### src/rtl/alu_pkg.sv
// Shared types for the ALU function issuer: unit-select codes, requester id, FSM states.
package alu_pkg;

   localparam logic [1:0] FUN_ARITH = 2'b00;
   localparam logic [1:0] FUN_LOGIC = 2'b01;
   localparam logic [1:0] FUN_CMP   = 2'b10;
   localparam logic [1:0] FUN_SHIFT = 2'b11;

   typedef logic [1:0] req_id_t;

   typedef enum logic [1:0] {
      S_IDLE,
      S_ISSUE,
      S_WAIT,
      S_RESP
   } state_t;

   function automatic logic [1:0] fun_of(input req_id_t id);
      unique case (id)
         2'd0: fun_of = FUN_ARITH;
         2'd1: fun_of = FUN_LOGIC;
         2'd2: fun_of = FUN_CMP;
         2'd3: fun_of = FUN_SHIFT;
      endcase
   endfunction

endpackage

### src/rtl/alu_issue_arbiter.sv
// Combinational 4-way grant; round-robin from ptr_i+1 with ALU_ISSUER_ROUND_ROBIN_EN,
// otherwise fixed priority with the lowest index winning.
module alu_issue_arbiter
   import alu_pkg::*;
(
   input  logic [3:0] req_i,
`ifdef ALU_ISSUER_ROUND_ROBIN_EN
   input  req_id_t    ptr_i,
`endif
   output logic [3:0] gnt_o,
   output req_id_t    idx_o,
   output logic       any_o
);

`ifdef ALU_ISSUER_ROUND_ROBIN_EN
   req_id_t cand;

   // Scan from farthest to nearest so the slot right after ptr_i wins.
   always_comb begin
      idx_o = '0;
      any_o = 1'b0;
      cand  = '0;
      for (int k = 3; k >= 0; k--) begin
         cand = ptr_i + req_id_t'(k + 1);
         if (req_i[cand]) begin
            idx_o = cand;
            any_o = 1'b1;
         end
      end
   end
`else
   always_comb begin
      idx_o = '0;
      any_o = 1'b0;
      for (int k = 3; k >= 0; k--) begin
         if (req_i[k]) begin
            idx_o = req_id_t'(k);
            any_o = 1'b1;
         end
      end
   end
`endif

   assign gnt_o = any_o ? (4'b0001 << idx_o) : 4'b0000;

endmodule

### src/rtl/alu_fun_issuer.sv
// Arbitrates four ALU request classes, issues one op at a time and returns the result.
// Grant policy selected by ALU_ISSUER_ROUND_ROBIN_EN (default: fixed priority).
module alu_fun_issuer
   import alu_pkg::*;
#(
   parameter int DATA_WIDTH = 16
) (
   input  logic                    clk_i,
   input  logic                    rst_i,
   input  logic [3:0]              req_valid_i,
   output logic [3:0]              req_ready_o,
   input  logic [4*DATA_WIDTH-1:0] req_a_i,
   input  logic [4*DATA_WIDTH-1:0] req_b_i,
   input  logic [7:0]              req_sel_i,
   output logic [1:0]              alu_fun_o,
   output logic [1:0]              alu_sel_o,
   output logic [DATA_WIDTH-1:0]   alu_a_o,
   output logic [DATA_WIDTH-1:0]   alu_b_o,
   output logic                    alu_valid_o,
   input  logic [DATA_WIDTH-1:0]   alu_result_i,
   input  logic                    alu_res_valid_i,
   output logic                    rsp_valid_o,
   output logic [1:0]              rsp_id_o,
   output logic [DATA_WIDTH-1:0]   rsp_data_o,
   input  logic                    rsp_ready_i
);

   state_t                  state_q, state_d;
   logic [1:0]              fun_q, fun_d;
   logic [1:0]              sel_q, sel_d;
   logic [DATA_WIDTH-1:0]   a_q, a_d;
   logic [DATA_WIDTH-1:0]   b_q, b_d;
   req_id_t                 id_q, id_d;
   logic [DATA_WIDTH-1:0]   data_q, data_d;
   logic [3:0]              gnt;
   req_id_t                 gidx;
   logic                    gany;

`ifdef ALU_ISSUER_ROUND_ROBIN_EN
   req_id_t                 ptr_q, ptr_d;
`endif

   alu_issue_arbiter u_arb (
      .req_i (req_valid_i),
`ifdef ALU_ISSUER_ROUND_ROBIN_EN
      .ptr_i (ptr_q),
`endif
      .gnt_o (gnt),
      .idx_o (gidx),
      .any_o (gany)
   );

   always_comb begin
      state_d = state_q;
      fun_d   = fun_q;
      sel_d   = sel_q;
      a_d     = a_q;
      b_d     = b_q;
      id_d    = id_q;
      data_d  = data_q;
`ifdef ALU_ISSUER_ROUND_ROBIN_EN
      ptr_d   = ptr_q;
`endif
      unique case (state_q)
         S_IDLE: begin
            if (gany) begin
               state_d = S_ISSUE;
               fun_d   = fun_of(gidx);
               sel_d   = req_sel_i[{gidx, 1'b0} +: 2];
               a_d     = req_a_i[gidx * DATA_WIDTH +: DATA_WIDTH];
               b_d     = req_b_i[gidx * DATA_WIDTH +: DATA_WIDTH];
               id_d    = gidx;
`ifdef ALU_ISSUER_ROUND_ROBIN_EN
               ptr_d   = gidx;
`endif
            end
         end
         // A zero-latency ALU may answer in the issue cycle itself.
         S_ISSUE: begin
            if (alu_res_valid_i) begin
               data_d  = alu_result_i;
               state_d = S_RESP;
            end else begin
               state_d = S_WAIT;
            end
         end
         S_WAIT: begin
            if (alu_res_valid_i) begin
               data_d  = alu_result_i;
               state_d = S_RESP;
            end
         end
         S_RESP: begin
            if (rsp_ready_i) state_d = S_IDLE;
         end
      endcase
   end

   always_ff @(posedge clk_i or posedge rst_i) begin
      if (rst_i) begin
         state_q <= S_IDLE;
         fun_q   <= FUN_ARITH;
         sel_q   <= '0;
         a_q     <= '0;
         b_q     <= '0;
         id_q    <= '0;
         data_q  <= '0;
`ifdef ALU_ISSUER_ROUND_ROBIN_EN
         ptr_q   <= 2'd3;
`endif
      end else begin
         state_q <= state_d;
         fun_q   <= fun_d;
         sel_q   <= sel_d;
         a_q     <= a_d;
         b_q     <= b_d;
         id_q    <= id_d;
         data_q  <= data_d;
`ifdef ALU_ISSUER_ROUND_ROBIN_EN
         ptr_q   <= ptr_d;
`endif
      end
   end

   // Ready is combinational from the grant, so gate it during reset.
   assign req_ready_o = (state_q == S_IDLE && !rst_i) ? gnt : 4'b0000;
   assign alu_fun_o   = fun_q;
   assign alu_sel_o   = sel_q;
   assign alu_a_o     = a_q;
   assign alu_b_o     = b_q;
   assign alu_valid_o = (state_q == S_ISSUE);
   assign rsp_valid_o = (state_q == S_RESP);
   assign rsp_id_o    = id_q;
   assign rsp_data_o  = data_q;

endmodule

### config.mk
export PLATFORM = sky130hd
export DESIGN_NAME = alu_fun_issuer
export DESIGN_NICKNAME = d
export VERILOG_FILES = /design/src/rtl/alu_pkg.sv /design/src/rtl/alu_issue_arbiter.sv /design/src/rtl/alu_fun_issuer.sv
export SDC_FILE = /design/constraint.sdc
export NUM_CORES = 1
export LEC_CHECK = 0
export ABC_CLOCK_PERIOD_IN_PS = 5400
export CAP_MARGIN = 20
export CORE_ASPECT_RATIO = 0.8
export CORE_UTILIZATION = 42
export DETAILED_ROUTE_END_ITERATION = 8
export PLACE_DENSITY = 0.87
export SLEW_MARGIN = 40
export SYNTH_ARGS = -nofsm -noshare
export SYNTH_HDL_FRONTEND = slang
export SYNTH_SLANG_ARGS = --single-unit
### constraint.sdc
create_clock -name clk_i -period 5.4 [get_ports clk_i]
set_clock_uncertainty 0.05 [all_clocks]
set_input_delay 0.81 -clock clk_i [delete_from_list [all_inputs] [get_ports clk_i]]
set_output_delay 0.81 -clock clk_i [all_outputs]
set_load 0.05 [all_outputs]
==> impl_metrics.ini <==
[drt]
drc = 0
antenna_left = 0
wl_mm = 12.3
wire_per_inst_um = 16.2
vias = 4109
met3_length_um = 909
via_per_inst = 5.41
firstDrtPassIters = 4
top_layer_used = met4
dr_wl_met2_mm = 6.11
drtIter0Drc = 162
wirelength_met1_mm = 5.10

[clocking]
cts_setup_buffers = 0
cts_buffers = 5
cts_hold_buf = 0
cts.repair.resized = 0
cts_buffer_depth = 2
cts_tree = done
cts-htree-levels = 2
cts_num_sinks = 56
insertion_delay_ns = 0.28
root_buffer = clkbuf_16
clk_pin_slew_ns = 0.07

[timing]
finalCriticalPeriod_ns = 3.84
worst_pin_slew_ns = 0.854
post-route-period-util = 0.710
tns_ns = 0
finalHoldViolCount = 0
setup_viol = 0
max_freq_mhz = 261
slew-limit-headroom = 0.431
report.final.slew_viol_count = 0
rsz0062_at_grt = false

[setup_path]
timing.rr.end = alu_a_o[3]
slowest_stage = clkdlybuf4s50_1
path_cells = clkdlybuf4s50_1 > inv_2 > buf_4 > and3_1 > clkdlybuf4s50_1
cpPeakStageDelay_ns = 0.80
r2r_start = state_q[0]
path_depth = 5
crit_path_end_kind = output pin
worstRegToRegCells = 5
critPathKind = in2out
start_kind = input pin
path_common_cell = clkdlybuf4s50_1
ff2ff_setup_slack_ns = 3.32
path_buf_inv = 4
crit_family = buffers and inverters
cp.arrival_ns = 2.98
worstPathRequired_ns = 4.54
cp_max_fo = 58

[synth]
synth_flop_cell = dfrtp_1
synth.most_common_cell = dfrtp_1
synth-seq-area-share = 0.359
synth_area_leaders = dfrtp_1, a22o_1, and3b_1, nand3b_1, nor2b_1
syn_nets = 622
netlist_instances = 457
syn_avg_cell_area_um2 = 8.54
synth_cell_types = 26
async_flop_share = 1.00
synth_edf_count = 0
synth_top_area_cell = dfrtp_1
syn_area_um2 = 3900
synth_common_cells = dfrtp_1, nor2b_1, inv_1, nor2_1, o21ai_0
ys_seq_elements = 56
synth_top_area_frac = 0.359
yosys_warnings = 0

[floorplan]
initial_core_util = 0.432
die_h_um = 88.2
die_area_um2 = 9690
dieWidth_um = 110
core_area_um2 = 9040
rows = 31
io_pins = 220

[placement]
gp_congestion = 0.821
port_buffers = 219
hpwl_mm = 8.99

[cells_and_area]
post_route_cells_drive_above_1_share = 0.0575
final_nets = 808
antenna-diode-count = 0
syn2layout_area_growth_pct = 59.5

[power_and_ir_drop]
total_power_w = 0.00296
powerDensity_nw_per_um2 = 475
cellLeakagePower_nw = 2.63
peakVddDrop_v = 0.000419

[global_route]
grt-ovfl-total = 0
track_usage = 0.248
antenna_found_initial = 0
grt_max_degree = 72
grt_pass1_wl_mm = 18.7
grt_pass1_vias = 3940

[flow_run]
cap_violations = 0

[min_path]
hp-class = reg2reg
min_from = rsp_id_o[0]
min_to = rsp_id_o[0]
hold_path_depth = 1

[outcome]
status = completed
[registers in the layout (all words and copies together), names as in the netlist]
signal / count
alu_b_o: 16
alu_sel_o: 2
state_q: 2
alu_fun_o: 2
alu_a_o: 16
rsp_data_o: 16
rsp_id_o: 2
[stage by stage]
stage	setup WS (ns)	instance area (µm²)	util	instances	hold slack, ns
final	1.56	6230	0.689	759	0.442
after global routing	1.42	6230	0.689	759	0.466
after CTS	1.54	6220	0.689	759	0.446
after detailed placement	1.54	6070	0.672	751	0.430
after global placement	1.56	6060	0.670	751	0.427
after floorplan	0.684	3910	-	457	0.505
[worst register-to-register path, delay by kind of cell, from the launching register on]
kind | cells | cell delay [ns]
flops | 1 | 0.43
simple gates | 1 | 0.12
compound gates | 2 | 0.87
fa+ha+maj | 1 | 0.40
buf+inv | 1 | 0.13
[kinds of logic (layout without fill, tap and decap cells)]
family | Yosys count | after routing | synth area share
simple gates | 150 | 150 | 0.247
fa+ha+maj | 5 | 5 | 0.0160
flops | 56 | 56 | 0.359
compound gates | 148 | 148 | 0.242
mux | 17 | 17 | 0.0490
buf+inv | 81 | 268 | 0.0865
[cells in the final DEF (no fill, tap or decap), drive strengths merged]
cell type / n
dfrtp: 56
clkinv: 2
a22o: 33
nand2: 4
nand3b: 34
o41a: 1
nor2: 36
a2111oi: 1
nor2b: 37
a31oi: 34
a211o: 2
mux2: 17
and3: 2
inv: 37
a21oi: 34
ha: 5
and3b: 33
nor4b: 1
buf: 9
clkdlybuf4s50: 215
a22oi: 1
nand2b: 1
clkbuf: 5
o22a: 1
nor4: 2
o21a: 6
o21ai: 35
[layer usage]
metal | up-vias | global-route usage
met2 | 175 | 0.448
li1 | 1992 | -
met5 | - | 0
met4 | 0 | 0.0703
met1 | 1926 | 0.300
met3 | 16 | 0.0493
[worst max-delay path by stage]
stage	from	to	slack (ns)
after detailed placement	rst_i	req_ready_o[1]	1.54
after global routing	rst_i	req_ready_o[0]	1.42
final	rst_i	req_ready_o[1]	1.56
after CTS	rst_i	req_ready_o[1]	1.54
after floorplan	rst_i	req_ready_o[2]	0.68
after global placement	rst_i	req_ready_o[1]	1.56
[layout make-up]
class / instances / area [µm²]
inverters: 36 / 135
clock buffers: 5 / 125
clock inverters: 3 / 26.3
multi-input cells: 320 / 2180
flip-flops and latches: 56 / 1400
repair buffers: 224 / 2210
well taps: 115 / 144
fillers: 719 / 2810
[report_power, final]
group          switching (W)  internal, W
Clock               0.000152     0.000176
Combinational        0.00118     0.000706
Sequential          0.000115     0.000632
No activity file was read; power rests on OpenSTA's default activity.
